$ cat src/rtl/mem_port_arbiter_pkg.sv
// Shared memory-port types: access sizes, arbiter states, bus command.
// Imported by the arbiter and its lane-alignment helper.
package common;

  localparam logic [1:0] MEM_BYTE = 2'b00;
  localparam logic [1:0] MEM_HALF = 2'b01;
  localparam logic [1:0] MEM_WORD = 2'b10;

  typedef enum logic [2:0] {
    IDLE,
    ISSUE_D,
    ISSUE_I,
    RESP_D,
    RESP_I
  } arb_state_type;

  typedef struct packed {
    logic [31:0] addr;
    logic        we;
    logic [3:0]  be;
    logic [31:0] wdata;
    logic [1:0]  size;
    logic        sign;
  } mem_cmd_type;

endpackage

$ cat src/rtl/mem_lane_align.sv
// Byte-lane helper: misalign check, store enables/replication,
// and load lane extraction with sign/zero extension.
module mem_lane_align
  import common::*;
(
  input  logic [1:0]  req_size,
  input  logic [1:0]  req_lane,
  input  logic [31:0] req_wdata,
  output logic        req_misaligned,
  output logic [3:0]  req_be,
  output logic [31:0] req_wdata_rep,
  input  logic [1:0]  rsp_size,
  input  logic [1:0]  rsp_lane,
  input  logic        rsp_sign,
  input  logic [31:0] rsp_rdata_raw,
  output logic [31:0] rsp_rdata
);

  logic [31:0] shifted;

  assign shifted = rsp_rdata_raw >> {rsp_lane, 3'b000};

  always_comb begin
    req_misaligned = 1'b0;
    req_be         = 4'b1111;
    req_wdata_rep  = req_wdata;
    unique case (1'b1)
      req_size == MEM_BYTE: begin
        req_be        = 4'b0001 << req_lane;
        req_wdata_rep = {4{req_wdata[7:0]}};
      end
      req_size == MEM_HALF: begin
        req_misaligned = req_lane[0];
        req_be         = 4'b0011 << req_lane;
        req_wdata_rep  = {2{req_wdata[15:0]}};
      end
      req_size == MEM_WORD: begin
        req_misaligned = |req_lane;
      end
      default: begin
        req_misaligned = 1'b1;
      end
    endcase
  end

  always_comb begin
    rsp_rdata = shifted;
    unique case (1'b1)
      rsp_size == MEM_BYTE:
        rsp_rdata = {{24{rsp_sign & shifted[7]}},
                     shifted[7:0]};
      rsp_size == MEM_HALF:
        rsp_rdata = {{16{rsp_sign & shifted[15]}},
                     shifted[15:0]};
      default: ;
    endcase
  end

endmodule

$ cat src/rtl/mem_port_arbiter.sv
// Unified memory port arbiter: data beats fetch, one bus
// transaction at a time, with a watchdog on the bus ack.
module mem_port_arbiter
  import common::*;
#(
  parameter int TIMEOUT_CYCLES = 255
) (
  input  logic        clk,
  input  logic        reset_n,
  input  logic        if_req,
  input  logic [31:0] if_addr,
  output logic [31:0] if_rdata,
  output logic        if_valid,
  input  logic        d_req,
  input  logic        d_we,
  input  logic [31:0] d_addr,
  input  logic [31:0] d_wdata,
  input  logic [1:0]  d_size,
  input  logic        d_sign,
  output logic [31:0] d_rdata,
  output logic        d_valid,
  output logic        d_misaligned,
  output logic        timeout_err,
  output logic        mem_req,
  output logic        mem_we,
  output logic [31:0] mem_addr,
  output logic [31:0] mem_wdata,
  output logic [3:0]  mem_be,
  input  logic        mem_ack,
  input  logic [31:0] mem_rdata,
  output logic        stall_if,
  output logic        stall_mem
);

  localparam int CW = (TIMEOUT_CYCLES > 1) ?
                      $clog2(TIMEOUT_CYCLES + 1) : 1;

  arb_state_type state, state_nxt;
  mem_cmd_type   cmd;
  logic [CW-1:0] wd_cnt;
  logic          wd_fire;
  logic          issue;
  logic          mis_q;
  logic          tmo_q;
  logic [31:0]   if_rdata_q;
  logic [31:0]   d_rdata_q;
  logic          req_mis;
  logic [3:0]    req_be;
  logic [31:0]   req_wdata;
  logic [31:0]   rsp_rdata;

  mem_lane_align u_align (
    .req_size       (d_size),
    .req_lane       (d_addr[1:0]),
    .req_wdata      (d_wdata),
    .req_misaligned (req_mis),
    .req_be         (req_be),
    .req_wdata_rep  (req_wdata),
    .rsp_size       (cmd.size),
    .rsp_lane       (cmd.addr[1:0]),
    .rsp_sign       (cmd.sign),
    .rsp_rdata_raw  (mem_rdata),
    .rsp_rdata      (rsp_rdata)
  );

  // Fires on the cycle the count would reach the limit;
  // a simultaneous ack still wins.
  assign wd_fire = (TIMEOUT_CYCLES != 0) &&
                   (32'(wd_cnt) + 32'd1 ==
                    32'(TIMEOUT_CYCLES));

  assign issue = (state == ISSUE_D) || (state == ISSUE_I);

  always_ff @(posedge clk or negedge reset_n) begin
    if (!reset_n) state <= IDLE;
    else          state <= state_nxt;
  end

  always_comb begin
    state_nxt = state;
    unique case (state)
      IDLE: begin
        if (d_req && req_mis) state_nxt = RESP_D;
        else if (d_req)       state_nxt = ISSUE_D;
        else if (if_req)      state_nxt = ISSUE_I;
      end
      ISSUE_D: begin
        if (mem_ack || wd_fire) state_nxt = RESP_D;
      end
      ISSUE_I: begin
        if (mem_ack || wd_fire) state_nxt = RESP_I;
      end
      RESP_D:  state_nxt = IDLE;
      RESP_I:  state_nxt = IDLE;
      default: state_nxt = IDLE;
    endcase
  end

  always_ff @(posedge clk or negedge reset_n) begin
    if (!reset_n) begin
      cmd        <= '0;
      wd_cnt     <= '0;
      mis_q      <= 1'b0;
      tmo_q      <= 1'b0;
      if_rdata_q <= '0;
      d_rdata_q  <= '0;
    end else begin
      unique case (state)
        IDLE: begin
          wd_cnt <= '0;
          mis_q  <= 1'b0;
          tmo_q  <= 1'b0;
          if (d_req && req_mis) begin
            mis_q     <= 1'b1;
            d_rdata_q <= '0;
          end else if (d_req) begin
            cmd <= '{addr:  d_addr,
                     we:    d_we,
                     be:    d_we ? req_be : 4'b1111,
                     wdata: req_wdata,
                     size:  d_size,
                     sign:  d_sign};
          end else if (if_req) begin
            cmd <= '{addr:  if_addr,
                     we:    1'b0,
                     be:    4'b1111,
                     wdata: 32'h0,
                     size:  MEM_WORD,
                     sign:  1'b0};
          end
        end
        ISSUE_D, ISSUE_I: begin
          if (mem_ack) begin
            if (state == ISSUE_D)
              d_rdata_q <= cmd.we ? 32'h0 : rsp_rdata;
            else
              if_rdata_q <= mem_rdata;
          end else if (wd_fire) begin
            tmo_q <= 1'b1;
            if (state == ISSUE_D) d_rdata_q  <= '0;
            else                  if_rdata_q <= '0;
          end else begin
            wd_cnt <= wd_cnt + CW'(1);
          end
        end
        default: ;
      endcase
    end
  end

  assign mem_req   = issue;
  assign mem_we    = issue & cmd.we;
  assign mem_addr  = issue ? {cmd.addr[31:2], 2'b00} : 32'h0;
  assign mem_wdata = issue ? cmd.wdata : 32'h0;
  assign mem_be    = issue ? cmd.be : 4'b0000;

  assign if_valid     = (state == RESP_I);
  assign d_valid      = (state == RESP_D);
  assign if_rdata     = if_rdata_q;
  assign d_rdata      = d_rdata_q;
  assign d_misaligned = d_valid & mis_q;
  assign timeout_err  = (if_valid | d_valid) & tmo_q;

  assign stall_if  = if_req & ~if_valid;
  assign stall_mem = d_req & ~d_valid;

endmodule
$ cat config.mk
export PLATFORM = sky130hd
export DESIGN_NAME = mem_port_arbiter
export DESIGN_NICKNAME = d
export VERILOG_FILES = /design/src/rtl/mem_port_arbiter_pkg.sv /design/src/rtl/mem_lane_align.sv /design/src/rtl/mem_port_arbiter.sv
export SDC_FILE = /design/constraint.sdc
export NUM_CORES = 1
export LEC_CHECK = 0
export ABC_AREA = 1
export CORE_MARGIN = 4
export CORE_UTILIZATION = 46
export CTS_CLUSTER_SIZE = 30
export DETAILED_ROUTE_END_ITERATION = 12
export HOLD_SLACK_MARGIN = 0.1
export MAX_ROUTING_LAYER = met4
export PLACE_DENSITY_LB_ADDON = 0.2
export SYNTH_ARGS = -nofsm -noshare
export SYNTH_HDL_FRONTEND = slang
export SYNTH_SLANG_ARGS = --single-unit
$ cat constraint.sdc
create_clock -name clk -period 2.1 [get_ports clk]
set_input_delay 0.315 -clock clk [delete_from_list [all_inputs] [get_ports clk]]
set_output_delay 0.315 -clock clk [all_outputs]
set_load 0.01 [all_outputs]
* Word level (Yosys, flattened, before mapping)
Index checks and enable logic that the tools add are counted.
** Word-level totals
- Word-level logic and storage cells :: 97
- Output and inout bits :: 140
- Bits of input ports :: 137
- Register bits after elaboration :: 149
** Operators by class
- Shifts and indexed selects :: 3
- Eq/ne operators :: 17
- Mux-type cells :: 34
- Bitwise operators :: 12
- Add/subtract/negate cells :: 2
- Reduce and logical (&&, ||, !) cells :: 17
** Operator list (count)
- 2-to-1 mux 32 bit :: 12
- case mux 32 bit (2 select lines) :: 3
- 2-to-1 mux 72 bit :: 2
- >> shifter 32 x 5 -> 32 bit :: 1
- 2-to-1 mux 8 bit :: 2
- case mux 8 bit (2 select lines) :: 1
- 2-to-1 mux 3 bit :: 5
- AND reduction 3 bit :: 5
- != test 2 bit, second input constant :: 6
- adder 8 x 1 -> 9 bit, second input constant :: 1
- equality test 9 x 8 -> 1 bit, second input constant :: 1
- case mux 3 bit (3 select lines) :: 1
- adder 8 x 1 -> 8 bit, second input constant :: 1
- 2-to-1 mux 4 bit :: 2
- case mux 4 bit (2 select lines) :: 1
- AND 1 bit :: 7
- equality test 3 x 2 -> 1 bit, second input constant :: 2
- nonzero test 2 bit :: 3
- equality test 2 x 1 -> 1 bit, second input constant :: 2
- logical NOT 2 bit :: 2
- != test 4 bit, second input constant :: 1
- NOT 1 bit :: 4
- AND reduction 4 bit :: 1
- OR reduction 2 bit :: 2
- other kinds (14) :: 17

* Longest topological paths before layout
- Depth after elaboration :: 7
- Depth in mapped cells :: 13
- Depth with buffers taken out :: 12

* Modules after synthesis
From an unflattened synthesis, not the netlist that was laid out.
** Unflattened totals
- Cell total of the unflattened synthesis :: 1173
- Area total of the unflattened synthesis :: 8466.9 um2
** Modules (own cells, without submodules)
- mem_port_arbiter :: seq. area each 3728.6 um2, cells each 924, instances 1, area each 7146.9 um2
- mem_lane_align :: seq. area each 0.0 um2, cells each 249, instances 1, area each 1320.0 um2

* Least setup slack after synthesis
Ideal clock, no wire load.
- Path kind :: register -> register
- From :: register wd_cnt[0]
- To :: register d_rdata_q[10] (netlist: d_rdata[10])
- Setup slack :: 346 ps
- Data arrival time :: 1637 ps
- Cell stages (with the launch flop) :: 13
- Path buffers :: 1
- Library setup time :: 117 ps
- Period minus slack after synthesis :: 1754 ps
- Path through :: dfrtp_1 -> ha_1 -> nand3_1 -> nand2_1 -> nand2_1 -> nand3_1 -> nor2_1 -> nand2_2 -> nand3_4 -> nand2_2 -> buf_6 -> nand2_1 -> nand2_1
** On the way
- Cells in the longest elaborated chain, start to end :: 4
** Ends and longest elaborated chain
- start, declared :: RTL line mem_port_arbiter.sv:40 : logic [CW-1:0] wd_cnt;
- start signal, assigned :: RTL line mem_port_arbiter.sv:143 : wd_cnt <= wd_cnt + CW'(1);
- adder 8 x 1 -> 9 bit :: RTL line mem_port_arbiter.sv:69 : (32'(wd_cnt) + 32'd1 ==
- equality test 9 x 8 -> 1 bit :: RTL line mem_port_arbiter.sv:69
- != test 3 bit (no source line)
- AND reduction 4 bit (no source line)
- end signal, assigned :: RTL line mem_port_arbiter.sv:135 : d_rdata_q <= cmd.we ? 32'h0 : rsp_rdata;
- end, declared :: RTL line mem_port_arbiter.sv:46 : logic [31:0] d_rdata_q;
No other way between the ends.
A chain may end at the register's enable or synchronous reset.

* Final worst setup path
- From :: register state[2]
- To :: output port mem_wdata[17]
** On the way
- Cells in the longest elaborated chain, start to end :: 3
- Elaborated cells on any way between the ends :: 4
- Those cells by class :: 2 x eq/ne; 1 x mux; 1 x reduce/logical
** Ends and longest elaborated chain
- start, declared :: RTL line mem_port_arbiter.sv:38 : arb_state_type state, state_nxt;
- start signal, assigned :: RTL line mem_port_arbiter.sv:76 : else state <= state_nxt;
- equality test 3 x 1 -> 1 bit or equality test 3 x 2 -> 1 bit (tied branches) :: RTL line mem_port_arbiter.sv:72 : assign issue = (state == ISSUE_D) || (state == ISSUE_I);
- logical OR 1 bit * :: RTL line mem_port_arbiter.sv:72
- 2-to-1 mux 32 bit * :: RTL line mem_port_arbiter.sv:154 : assign mem_wdata = issue ? cmd.wdata : 32'h0;
- end, declared :: RTL line mem_port_arbiter.sv:27 : output logic [31:0] mem_wdata,
Every way passes the cells marked *; elsewhere a longest branch is shown, timed or not.

==> out/metrics.yaml <==
logic_synthesis:
  ys_seq_area_share_pct: 45.5
  synth.top_cell.area_share_pct: 45.5
  ys_top_cells_by_count: "nand2_1, nor2_1, dfrtp_1"
  postSynthCellCount: 1107
  yosysTopAreaCell: "dfrtp_1"
  yosysUniqueCellTypes: 38
  synth_most_common_cell: "nand2_1"
  synthTopCellsByArea: "dfrtp_1, nand2_1, nor2_1"
  ys_seq_elements: 149
  async_flop_share_pct: 100
  yosysWarnings: 0
  ys.flop_type: "dfrtp_1"
  syn_area_sq_um: 8190
  synth_edf_count: 0
  avgSynthCellArea_sq_um: 7.40
route:
  drtAntennaViolNets: 0
  routed-via-count: 8317
  vias_per_cell: 5.16
  drt-initial-drc-count: 725
  drc: 0
  routedWlPerCell_um: 16.5
  dr.pass1.iters: 6
  finalWirelength_mm: 26.6
placement:
  place_hpwl_mm: 19.6
  place_congestion: 0.946
  portBuffers: 274
  numPlacedInstances: 1580
grt:
  grt_use_total_pct: 27.0
  grt_pass1_wl_mm: 41.7
  grt_pass1_vias: 7991
  antenna_found_initial: 0
  gr-total-overflow: 0
  grt_max_degree: 69
cells_and_area:
  fin_cells: 1612
  fill_cells: 1518
  regArea_sq_um: 3730
  utilization_pct: 67.8
  antennaDiodeCount: 0
  area_growth_syn_to_layout_pct: 43.8
  multi_input_area_sq_um: 3690
  drive_gt1_share_pct: 14.4
  nets: 1514
cts:
  post_cts_buffers: 0
  insertion_delay_ns: 0.42
  cts_root_buf: "clkbuf_16"
  clkSlewWorstSetupHoldPaths_ns: 0.07
  clock_sinks: 149
  htreeDepth: 4
  cts_tree: "built"
  numCtsBuffers: 17
  clockBufferDepth: 2
die:
  num_rows: 48
  chipWidth_um: 141
  core_sq_um: 17400
  dieHeight_um: 141
  die_area_sq_um: 20000
  initial_core_util_pct: 47.2
  io_pins: 277
sta:
  clock-skew-final_ns: 0.00924
  drv_slew: 0
  fin_crit_ns: 2.07
  grt_setup_unrepaired: "true"
  period_share_pct: 98.7
  hold_violations: 0
  worstMarginPinSlew_ns: 0.553
  hold_slack_ns: 0.220
  finalSetupViolCount: 0
  max_freq_ghz: 0.483
  relSlewSlack_pct: 63.1
setup_path:
  cp.arrival_ns: 1.76
  r2r_slack_ns: 0.16
  setup.worst_path.start_class: "flop"
  rr_worst_depth: 13
  worstReg2RegStart: "wd_cnt[1]"
  path_class: "reg2out"
  cp_max_fo: 31
  critPathMaxStageDelay_ns: 0.43
  slowest_stage: "dfrtp_1"
  r2r-end: "d_rdata[15]"
  cp_data_required_time_ns: 1.78
  crit_chain: "inv_2, nand3_4, nand2_8, inv_4, buf_12, nor2_2, clkdlybuf4s15_2"
  cp-end-kind: "output port"
worst_hold_path:
  hold_end: "state[0]"
  worstHoldStart: "d_req"
  hold_class: "in2reg"
  min_path_cells: 3
status:
  outcome: "finished, final reports clean"
pwr:
  power_leakage_nw: 5.88
  peakVddDrop_v: 0.000772
  power.density_nw_per_um2: 1420
flow_run:
  cap_violations: 0
per-stage QoR:
| step | worst slack [ns] | power, mW | TNS [ns] | cell area, sq um |
|---|---|---|---|---|
| 5_1_grt | -0.0602 | 17.8 | -0.164 | 11800 |
| 2_1_floorplan | 0.346 | 9.40 | 0 | 8190 |
| 3_3_place_gp | 0.0610 | 13.3 | 0 | 11300 |
| 4_1_cts | -0.0916 | 17.0 | -0.161 | 12000 |
| 3_5_place_dp | 0.00258 | 13.4 | 0 | 11300 |
| 6_report | 0.0283 | 16.7 | 0 | 11800 |
cell usage in the layout, fill, tap and decap left out, types with 3 or more instances in the layout:
cell             count
nand3_1             93
inv_6                3
inv_2               11
nand2_2              7
buf_12              10
nor2_2               8
clkbuf_16           17
nand2_4              3
nand2_1            298
dlygate4sd2_1        5
o22ai_1              9
o31ai_2             16
dlymetal6s2s_1       4
clkdlybuf4s15_2      4
o21ai_1              3
dfrtp_1            148
nor2_4               3
mux2i_1              7
a211oi_1             8
clkdlybuf4s50_1    198
nand3_2              3
o31ai_1             15
o21ai_0             57
bufinv_16            7
inv_1              113
nor2_1             166
buf_2               22
o2111ai_1            8
buf_4               30
nand4_1             10
a21oi_1             34
clkbuf_2            40
routing by layer:
metal  global-route usage [%]  vias up  wire length, um
li1                         -     4053                -
met1                     34.4     3886            10900
met2                     43.1      340            12600
met3                     7.04       38             2480
met4                     7.22        0              574
met5                        -        -                0
kinds of logic (layout without fill, tap and decap cells):
group,Yosys count,in the layout,synth area share [%]
compound gates,155,155,12.3
buf+inv,195,474,9.99
mux,7,7,0.856
flops,149,149,45.5
fa+ha+maj,2,2,0.305
other cells,1,2,0.0458
simple gates,598,598,31.0
where the power goes:
part	switching [mW]	total [mW]	leakage (nW)	internal [mW]
Combinational	4.81	8.26	3.63	3.45
Sequential	0.675	4.77	1.92	4.10
Clock	1.27	3.63	0.332	2.36
critical path: cells and delay by family (launching register included):
family	cells	cell delay [ns]
buffers and inverters	4	0.58
and+or+nand+nor	3	0.32
DFF	1	0.43
final cells by class:
class	count	share of cell area [%]
clock buffers	17	3.61
clock inverters	14	2.31
inverters	126	4.04
multi-input cells	764	31.3
flip-flops and latches	149	31.7
well taps	225	2.39
repair buffers	317	24.7
worst max path at each step:
stage | from | depth (start not counted) | slack [ns] | to
2_1_floorplan | wd_cnt[0] | 12 | 0.35 | d_rdata[10]
3_3_place_gp | d_size[1] | 13 | 0.06 | d_rdata[28]
6_report | state[2] | 7 | 0.03 | mem_wdata[17]
3_5_place_dp | d_size[1] | 13 | 0.003 | d_rdata[15]
5_1_grt | state[2] | 7 | -0.06 | mem_addr[27]
4_1_cts | state[1] | 4 | -0.09 | if_valid
flip-flops by register name, summed over array words and instances (netlist names):
register and flops:
cmd 72, d_rdata 32, if_rdata 32, wd_cnt 8
state 3, mis_q 1, tmo_q 1
what timing repair did:
item                                    CTS  global route
hold buffers                              1             0
hold endpoints to repair                 45             0
endpoints found under the setup margin   71           128
pin swaps                                 0             1
resized for setup                       160            81
Note: power is estimated with default switching activity, not from simulation.
